`src/rtl/user_input_events_pkg.sv`:
```
// user_input_events_pkg: key indices, event encoding and arbitration helpers
package user_input_events_pkg;

   localparam int NUM_KEYS     = 5;
   localparam int KEY_LEFT     = 0;
   localparam int KEY_RIGHT    = 1;
   localparam int KEY_DOWN     = 2;
   localparam int KEY_ROTATE   = 3;
   localparam int KEY_NEW_GAME = 4;

   localparam logic [NUM_KEYS-1:0] KEY_ONE = 'd1;

   typedef enum logic [2:0] {
      EV_NONE     = 3'd0,
      EV_LEFT     = 3'd1,
      EV_RIGHT    = 3'd2,
      EV_DOWN     = 3'd3,
      EV_ROTATE   = 3'd4,
      EV_NEW_GAME = 3'd5
   } user_event_t;

   // One-hot grant of the highest-priority pending key: new game > rotate > left > right > down
   function automatic logic [NUM_KEYS-1:0] grant_of(input logic [NUM_KEYS-1:0] p);
      return p[KEY_NEW_GAME] ? KEY_ONE << KEY_NEW_GAME :
             p[KEY_ROTATE]   ? KEY_ONE << KEY_ROTATE   :
             p[KEY_LEFT]     ? KEY_ONE << KEY_LEFT     :
             p[KEY_RIGHT]    ? KEY_ONE << KEY_RIGHT    :
             p[KEY_DOWN]     ? KEY_ONE << KEY_DOWN     : '0;
   endfunction

   // Event code for a one-hot key grant
   function automatic user_event_t event_of(input logic [NUM_KEYS-1:0] g);
      return g[KEY_NEW_GAME] ? EV_NEW_GAME :
             g[KEY_ROTATE]   ? EV_ROTATE   :
             g[KEY_LEFT]     ? EV_LEFT     :
             g[KEY_RIGHT]    ? EV_RIGHT    :
             g[KEY_DOWN]     ? EV_DOWN     : EV_NONE;
   endfunction

endpackage

```
`src/rtl/user_input_events_fifo.sv`:
```
// user_input_events_fifo: show-ahead FIFO of user_event_t entries, accepts a push into a full FIFO when popped the same cycle
module user_input_events_fifo
   import user_input_events_pkg::*;
#(
   parameter int DEPTH = 4
) (
   input  logic        clk_i,
   input  logic        rst_n_i,
   input  logic        wr_en_i,
   input  user_event_t wr_data_i,
   input  logic        rd_req_i,
   output user_event_t rd_data_o,
   output logic        ready_o,
   output logic        wr_ok_o
);

   localparam int AW = $clog2(DEPTH);

   user_event_t   r_mem [DEPTH];
   logic [AW-1:0] r_wr_ptr;
   logic [AW-1:0] r_rd_ptr;
   logic [AW:0]   r_count;
   logic          w_push;
   logic          w_pop;

   assign ready_o   = r_count != '0;
   assign w_pop     = rd_req_i && ready_o;
   assign wr_ok_o   = (r_count != (AW+1)'(DEPTH)) || w_pop;
   assign w_push    = wr_en_i && wr_ok_o;
   assign rd_data_o = r_mem[r_rd_ptr];

   // Storage, wrapping pointers and occupancy; a read request on an empty FIFO changes nothing
   always_ff @(posedge clk_i or negedge rst_n_i)
      if (!rst_n_i) begin
         for (int i = 0; i < DEPTH; i++) r_mem[i] <= EV_NONE;
         r_wr_ptr <= '0;
         r_rd_ptr <= '0;
         r_count  <= '0;
      end else begin
         if (w_push) r_mem[r_wr_ptr] <= wr_data_i;
         r_wr_ptr <= r_wr_ptr + AW'(w_push);
         r_rd_ptr <= r_rd_ptr + AW'(w_pop);
         r_count  <= r_count + (AW+1)'(w_push) - (AW+1)'(w_pop);
      end

endmodule

```
`src/rtl/user_input_events.sv`:
```
// user_input_events: synchronize, debounce and auto-repeat player keys into a prioritized event FIFO
module user_input_events
   import user_input_events_pkg::*;
#(
   parameter int DEBOUNCE_CYC      = 500000,
   parameter int REPEAT_DELAY_CYC  = 15000000,
   parameter int REPEAT_PERIOD_CYC = 4000000,
   parameter int FIFO_DEPTH        = 4
) (
   input  logic                clk_i,
   input  logic                rst_n_i,
   input  logic [NUM_KEYS-1:0] key_i,
   output user_event_t         user_event_o,
   output logic                user_event_ready_o,
   input  logic                user_event_rd_req_i,
   output logic                overflow_o
);

   localparam int DW = $clog2(DEBOUNCE_CYC);
   localparam int RW = $clog2((REPEAT_DELAY_CYC > REPEAT_PERIOD_CYC ? REPEAT_DELAY_CYC : REPEAT_PERIOD_CYC) + 1);

   logic [NUM_KEYS-1:0] r_s1;
   logic [NUM_KEYS-1:0] r_s2;
   logic [1:0]          r_live;
   logic [NUM_KEYS-1:0] r_pending;
   logic                r_overflow;
   logic [NUM_KEYS-1:0] w_set;
   logic [NUM_KEYS-1:0] w_grant;
   logic [NUM_KEYS-1:0] w_clr;
   logic                w_wr_ok;
   logic                w_wr;

   // Two-flop synchronizers; r_live marks when r_s2 holds real samples after reset
   always_ff @(posedge clk_i or negedge rst_n_i)
      if (!rst_n_i) begin
         r_s1   <= '0;
         r_s2   <= '0;
         r_live <= '0;
      end else begin
         r_s1   <= key_i;
         r_s2   <= r_s1;
         r_live <= {r_live[0], 1'b1};
      end

   for (genvar k = 0; k < NUM_KEYS; k++) begin : g_key
      localparam bit REP = (k <= KEY_DOWN);
      logic [DW-1:0] r_cnt;
      logic [RW-1:0] r_rep;
      logic          r_db;
      logic          r_db_q;
      logic          r_arm;
      logic          w_diff;
      logic          w_rise;
      logic          w_fire;
      assign w_diff   = r_s2[k] ^ r_db;
      assign w_rise   = r_db & ~r_db_q;
      assign w_fire   = REP && r_db && r_db_q && (r_rep == '0);
      assign w_set[k] = r_arm & (w_rise | w_fire);
      // Debounce, repeat down-counter, and arming: a key must be seen released after reset before it may raise events
      always_ff @(posedge clk_i or negedge rst_n_i)
         if (!rst_n_i) begin
            r_cnt  <= '0;
            r_db   <= 1'b0;
            r_db_q <= 1'b0;
            r_rep  <= '0;
            r_arm  <= 1'b0;
         end else begin
            r_cnt  <= (w_diff && r_cnt != DW'(DEBOUNCE_CYC-1)) ? r_cnt + 1'b1 : '0;
            r_db   <= (w_diff && r_cnt == DW'(DEBOUNCE_CYC-1)) ? ~r_db : r_db;
            r_db_q <= r_db;
            r_rep  <= !r_db         ? '0 :
                      w_rise        ? RW'(REPEAT_DELAY_CYC-1) :
                      r_rep == '0   ? RW'(REPEAT_PERIOD_CYC-1) : r_rep - 1'b1;
            r_arm  <= r_arm | (r_live[1] & ~r_s2[k]);
         end
   end

   assign w_grant = grant_of(r_pending);
   assign w_wr    = (|r_pending) && w_wr_ok;
   assign w_clr   = w_wr ? w_grant : '0;

   // Pending bits: a new request wins over a same-cycle clear; a request on a still-pending key is lost
   always_ff @(posedge clk_i or negedge rst_n_i)
      if (!rst_n_i) begin
         r_pending  <= '0;
         r_overflow <= 1'b0;
      end else begin
         r_pending  <= w_set | (r_pending & ~w_clr);
         r_overflow <= r_overflow | (|(w_set & r_pending & ~w_clr));
      end

   assign overflow_o = r_overflow;

   user_input_events_fifo #(
      .DEPTH(FIFO_DEPTH)
   ) u_fifo (
      .clk_i     (clk_i),
      .rst_n_i   (rst_n_i),
      .wr_en_i   (w_wr),
      .wr_data_i (event_of(w_grant)),
      .rd_req_i  (user_event_rd_req_i),
      .rd_data_o (user_event_o),
      .ready_o   (user_event_ready_o),
      .wr_ok_o   (w_wr_ok)
   );

endmodule

```
`config.mk`:
```
export PLATFORM = sky130hd
export DESIGN_NAME = user_input_events
export DESIGN_NICKNAME = d
export VERILOG_FILES = /design/src/rtl/user_input_events_pkg.sv /design/src/rtl/user_input_events_fifo.sv /design/src/rtl/user_input_events.sv
export SDC_FILE = /design/constraint.sdc
export NUM_CORES = 1
export LEC_CHECK = 0
export CORE_MARGIN = 3
export CORE_UTILIZATION = 40
export DETAILED_ROUTE_END_ITERATION = 16
export PLACE_DENSITY = 0.54
export SLEW_MARGIN = 30
export SYNTH_ARGS = -nofsm -noshare
export SYNTH_HDL_FRONTEND = slang
export SYNTH_SLANG_ARGS = --single-unit
export TNS_END_PERCENT = 100
```
`constraint.sdc`:
```
create_clock -name clk_i -period 2.6 [get_ports clk_i]
set_clock_uncertainty 0.2 [all_clocks]
set_input_delay 0.26 -clock clk_i [delete_from_list [all_inputs] [get_ports clk_i]]
set_output_delay 0.26 -clock clk_i [all_outputs]
set_load 0.005 [all_outputs]
```
==> flow_metrics.env <==
export IMPL_status="finished, final reports clean"
export IMPL_synth_mux_area_frac=0.02206
export IMPL_portBuffers=12
export IMPL_ys_ff_latch=219
export IMPL_synth_commonest_cells="219 x dfrtp_1, 150 x nor2_1, 83 x xor2_1"
export IMPL_fmax_mhz=388.9
export IMPL_seqCellArea_mm2=0.005480
export IMPL_yosysTopAreaCell="dfrtp_1"
export IMPL_dpl_hpwl_mm=12.96
export IMPL_synthAdderAreaFrac=0.02035
export IMPL_grt_use_total=0.1443
export IMPL_wl_met1_mm=9.795
export IMPL_max_cap_viol_count=0
export IMPL_seq_area_frac_synth=0.5369
export IMPL_synth_cell_types=61
export IMPL_cts_made_buffers=26
export IMPL_endpoint_kind="flip-flop"
export IMPL_dp_cells=1336
export IMPL_hp_class="in2reg"
export IMPL_num_vias=7106
export IMPL_antenna_found_initial=0
export IMPL_dr_wl_met3_um=596
export IMPL_fin_crit_sh=0.9891
export IMPL_clk_pin_slew_ns=0.06
export IMPL_worstPathMaxFanout=10
export IMPL_synth_edff_count=0
export IMPL_fin_nets=1070
export IMPL_htreeDepth=1
export IMPL_rsz0062_at_grt="yes"
export IMPL_preCtsSetupSlack_ns=-0.0007723
export IMPL_syn_inst=984
export IMPL_power_leakage_uw=0.005568
export IMPL_required_ns=2.85
export IMPL_synth_top_area_share=0.5369
export IMPL_area_growth_pct=17.11
export IMPL_p_per_area_mw_per_mm2=654.6
export IMPL_design_area_mm2=0.01195
export IMPL_ir_drop_mv=0.4693
export IMPL_yosys_warnings=0
export IMPL_wl_met2_mm=8.575
export IMPL_dr_first_iter_drc_count=297
export IMPL_worst_slew_pin_slew_ns=0.5391
export IMPL_synthArstFlopShare=1.000
export IMPL_overflow=0
export IMPL_yosysMostFrequentCell="dfrtp_1"
export IMPL_stdcell_count=1390
export IMPL_antenna_cells=0
export IMPL_ant_nets=0
export IMPL_start_util=0.4136
export IMPL_finalSetupViolCount=0
export IMPL_drt_wl_total_mm=19.40
export IMPL_via_per_inst=5.112
export IMPL_top_layer="met4"
export IMPL_critical_path_arrival_ns=2.82
export IMPL_die_w_um=165.7
export IMPL_clock_sinks=219
export IMPL_cts_buffer_depth=3
export IMPL_io_pins=13
export IMPL_synth_area_per_cell_um2=10.37
export IMPL_cts_tree="done"
export IMPL_grt_first_pass_wirelength_mm=34.67
export IMPL_holdWs_ns=0.02736
export IMPL_finalHoldViolations=0
export IMPL_rows=57
export IMPL_synth_xor_area_share=0.1244
export IMPL_fin_ws_ns=0.02847
export IMPL_synth_top_family_by_area="simple AND/OR/NAND/NOR gates"
export IMPL_syn_num_nets=1008
export IMPL_gp_congestion=0.7897
export IMPL_startpoint_type="flip-flop"
export IMPL_root_buffer="clkbuf_16"
export IMPL_grt_max_degree=67
export IMPL_wire_per_inst_um=13.96
export IMPL_relSlewSlack=0.6379
export IMPL_place_area_mm2=0.01096
export IMPL_synth_area_leaders="dfrtp_1 54%, xor2_1 7.1%, nor2_1 5.5%, xnor2_1 5.3%, nand2_1 2.5%"
export IMPL_slew_violations=0
export IMPL_setup_tns_ns=0
export IMPL_dieHeight_um=165.7
export IMPL_multi_input_area_mm2=0.004551
export IMPL_synth_compound_area_frac=0.06043
export IMPL_drive_gt1_frac=0.1210
export IMPL_syn_area_mm2=0.01021
export IMPL_core_area_mm2=0.02468
export IMPL_synth_simple_area_share=0.2151
export IMPL_nFillCells=2330
export IMPL_grt_pass1_vias=7232
export IMPL_synth_main_ff_cell="dfrtp_1"
export IMPL_drt_pass1_iterations=4
export IMPL_post_route_drc_count=0
export IMPL_die_area_mm2=0.02747
export IMPL_critPathKind="reg2reg"
export IMPL_period_minus_slack_ns=2.572
export IMPL_clk_latency_ns=0.53
-- cells by family (layout without fill, tap and decap cells) --
group | Yosys count | count (layout)
and+or+nand+nor | 435 | 435
DFF | 219 | 219
xor gates and xnor gates | 145 | 145
AOI/OAI and AO/OA | 98 | 98
buffers and inverters | 53 | 135
muxes | 17 | 17
adders and majority gates | 16 | 16
other | 1 | 1
-- power breakdown --
group	internal [uW]	switching (uW)
clock	2270	1380
combinational	282	232
sequential	3530	120
total	6090	1730
-- area by class of cell --
| class | instances | share of cell area |
|---|---|---|
| Clock buffer | 42 | 0.06950 |
| Clock inverter | 6 | 0.005547 |
| Inverter | 30 | 0.009420 |
| Multi-Input combinational cell | 712 | 0.3807 |
| Sequential cell | 219 | 0.4584 |
| Tap cell | 324 | 0.03391 |
| Timing Repair Buffer | 57 | 0.04250 |
-- state kept, by name, summed over array words and instances (netlist names) --
signal,count
u_fifo.r_count,3
g_key.r_db_q,5
r_pending,5
g_key.r_cnt,95
g_key.r_db,5
u_fifo.r_mem,12
r_s2,5
overflow_o,1
r_s1,5
r_live,2
g_key.r_arm,5
u_fifo.r_wr_ptr,2
g_key.r_rep,72
u_fifo.r_rd_ptr,2
-- routing by layer --
layer	track usage	up-vias
met5	0	-
met4	0.03653	0
met3	0.02476	35
met2	0.2275	84
met1	0.2089	3431
li1	-	3556
-- worst max-delay path, cell delays in order, from the launching register on --
cell and delay (ns):
dfrtp_1 0.39, or4_4 0.55, or4_4 0.47, buf_8 0.17, nor2_4 0.10, or4b_1 0.43
a31oi_1 0.18
-- stage by stage --
step / utilization / power (uW)
6_report: 0.4844 / 7825
5_1_grt: 0.4844 / 8189
4_1_cts: 0.4831 / 7973
3_5_place_dp: 0.4443 / 4247
3_3_place_gp: 0.4443 / 4231
2_1_floorplan: - / 3957
-- cell usage in the layout (no fill, tap or decap), drive strengths merged, types with 14 or more instances in the layout --
| cell type | netlist | layout |
|---|---|---|
| a21oi | 35 | 35 |
| nand2 | 69 | 69 |
| dfrtp | 219 | 219 |
| clkbuf | 20 | 42 |
| ha | 15 | 15 |
| nor2 | 152 | 152 |
| mux2 | 14 | 14 |
| inv | 30 | 30 |
| nand3 | 40 | 40 |
| buf | 3 | 41 |
| xor2 | 83 | 83 |
| nor3 | 38 | 38 |
| o21ai | 18 | 18 |
| xnor2 | 62 | 62 |
| nor4 | 26 | 26 |
| nand4 | 34 | 34 |
-- final timing paths --
path,from,endpoint,slack [ns],cells past startpoint
min reg2reg,r_s1[1]$_DFF_PN0_,r_s2[1]$_DFF_PN0_,0.15,0
max in group asynchronous,rst_n_i,g_key[1].r_rep[1]$_DFF_PN0_,1.34,3
max,g_key[0].r_rep[12]$_DFF_PN0_,g_key[0].r_rep[23]$_DFF_PN0_,0.03,6
min,key_i[1],r_s1[1]$_DFF_PN0_,0.03,1
max reg2reg,g_key[0].r_rep[12]$_DFF_PN0_,g_key[0].r_rep[23]$_DFF_PN0_,0.03,6
min in group asynchronous,rst_n_i,g_key[4].r_cnt[8]$_DFF_PN0_,0.05,2
-- timing repair --
action / CTS / global route
hold buffers: 5 / 0
setup endpoints to repair: 5 / 7
gates cloned: 0 / 0
buffers inserted: 0 / 1
gates resized for setup: 2 / 5
hold endpoints to repair: 208 / 0
Power figures use the tool's default switching activity.
==> variant, RTL diff (config.mk and constraints unchanged) <==
The parameter `DEBOUNCE_CYC` goes from 500000 to 125000.
--- a/src/rtl/user_input_events.sv
+++ b/src/rtl/user_input_events.sv
@@ -4,3 +4,3 @@
 #(
-   parameter int DEBOUNCE_CYC      = 500000,
+   parameter int DEBOUNCE_CYC      = 125000,
    parameter int REPEAT_DELAY_CYC  = 15000000,
Formal check against the unedited RTL: no difference found for any inputs over 10 cycles, from zero or initial values and one cycle with rst_n_i low; that may be too few to reach the edited logic, so the function may still have changed.
==> variant against the unedited design <==
  * Sequential power shrank 5%
  * Hold slack gained 0.0052 ns
  * Design area shrank 4.8%
  * Wire length shrank 6.5%
  * Sequential cell count shrank 10
  * Synthesized cell count shrank 4.7%
  * Total power shrank 6.8%
  * Worst setup slack gained 0.095 ns
  * Synthesized area shrank 4.1%
  * Combinational power shrank 5.7%
  * Final cell count shrank 4.2%
  * Die area shrank 3.9%
==> variant: results (changes against the unedited design) <==
* Met2 usage in global routing at 22.5% (was 22.7%)
* First-pass GRT wire length at 32,100 µm (was 34,700 µm)
* Layout cells sized above 1 at 11.7% (was 12.1%)
* Clk pwr share at 45.7% (was 46.7%)
* Place WS at 0.0392 ns (was -0.000772 ns)
* Syn_area_per_cell at 10.4 µm² (about the same)
* Vias per cell at 4.99 (was 5.11)
* Distinct cells, synth at 60 (was 61)
* Cell Area, Placed at 10,500 µm² (was 11,000 µm²)
* Run status: complete, no violations (unchanged)
* Worst hold margin at 0.0326 ns (was 0.0274 ns)
* Signal buffers at 55 (was 57)
* Final non-clock buffer share at 4.16% (was 4.25%)
* NetSw at 1.63 mW (was 1.73 mW)
* Synth top area cells: dfrtp_1, xnor2_1, xor2_1 (was dfrtp_1, xor2_1, nor2_1)
* Vias in the first global route at 6,586 (was 7,232)
* Nets at 1,019 (was 1,070)
* Largest regs: g_key.r_cnt (85), g_key.r_rep (72), u_fifo.r_mem (12) (was g_key.r_cnt (95), g_key.r_rep (72), u_fifo.r_mem (12))
* Worst Path Arrival at 2.71 ns (was 2.82 ns)
* Number of fill cells in the layout at 2,162 (was 2,330)
* LEAKAGE at 5.38 nW (was 5.57 nW)
* Seq/total area at 46.0% (was 45.8%)
* Power Density at 641 nW/µm² (was 655 nW/µm²)
* Critical path peak fanout at 6 (was 10)
* Routability cong. at 0.806 (was 0.790)
* Seq/Total Area, Yosys at 53.4% (was 53.7%)
* CP max-delay cell: or4_1 (was or4_4)
* Most common library cells after synthesis: dfrtp_1, nor2_1, xnor2_1, xor2_1, nand2_1 (was dfrtp_1, nor2_1, xor2_1, nand2_1, xnor2_1)
* Worst Reg-to-Reg Cells at 5 (was 6)
* DPL Wire Length at 12,200 µm (was 13,000 µm)
* R2r startpoint: g_key[0].r_rep[10]$_DFF_PN0_ (was g_key[0].r_rep[12]$_DFF_PN0_)
* Syn Inst Count at 938 (was 984)
* ClkCell Share at 7.05% (was 7.50%)
* R2R Path End: r_pending[0]$_DFF_PN0_ (was g_key[0].r_rep[23]$_DFF_PN0_)
* Area growth, synth to finish at 16.2% (was 17.1%)
* Met1 wire length at 9190 µm (was 9800 µm)
* Max incr delay on CP at 0.61 ns (was 0.55 ns)
* CTS Buf Count at 24 (was 26)
* Hold Path Origin: key_i[4] (was key_i[1])
* GR Util met3 at 2.34% (was 2.48%)
* DRT iter0 DRCs at 378 (was 297)
* Placed cell count at 1,282 (was 1,336)
* Met1 Use GR at 20.9% (about the same)
* Clock buffer count in the final layout at 32 (was 42)
* Worst VDD drop at 0.389 mV (was 0.469 mV)
* Via Count at 6,653 (was 7,106)
* Pin slew with the least headroom to its limit at 0.581 ns (was 0.539 ns)
* Clk_lat worst skew at 0.51 ns (was 0.53 ns)
* Worst Hold Path EP: r_s1[4]$_DFF_PN0_ (was r_s1[1]$_DFF_PN0_)
* Final wirelength at 18,100 µm (was 19,400 µm)
* DR WL met3 at 530 µm (was 596 µm)
* Clk sinks at 209 (was 219)
* Count of multi-input gates at 674 (was 712)
==> variant: changes by cell type after synthesis, moves of 7 or more <==
cell,change
a31oi_1,-9
and3_1,+8
dfrtp_1,-10
nand2_1,-14
nand3_1,+7
nand4_1,-19
nor2_1,-9
nor3_1,-9
or2_2,-8
xnor2_1,+10
xor2_1,-12
==> variant: repair_timing <==
action / CTS / global route
buffers inserted: 0 / 1
endpoints found under the setup margin: 0 / 20
hold buffers: 5 / 0
gates resized for setup: 0 / 5
hold endpoints to repair: 104 / 0
==> variant: logic make-up (layout without fill, tap and decap cells) <==
kind of cell / count (synthesis) / after routing / share of synthesized area (%)
adders and majority gates: 16 / 16 / 2.12
muxes: 18 / 18 / 2.42
AOI/OAI and AO/OA: 94 / 94 / 6.07
DFF: 209 / 209 / 53.4
other: 1 / 1 / 0.0383
buffers and inverters: 55 / 130 / 2.26
and+or+nand+nor: 402 / 402 / 20.9
xor gates and xnor gates: 143 / 143 / 12.8
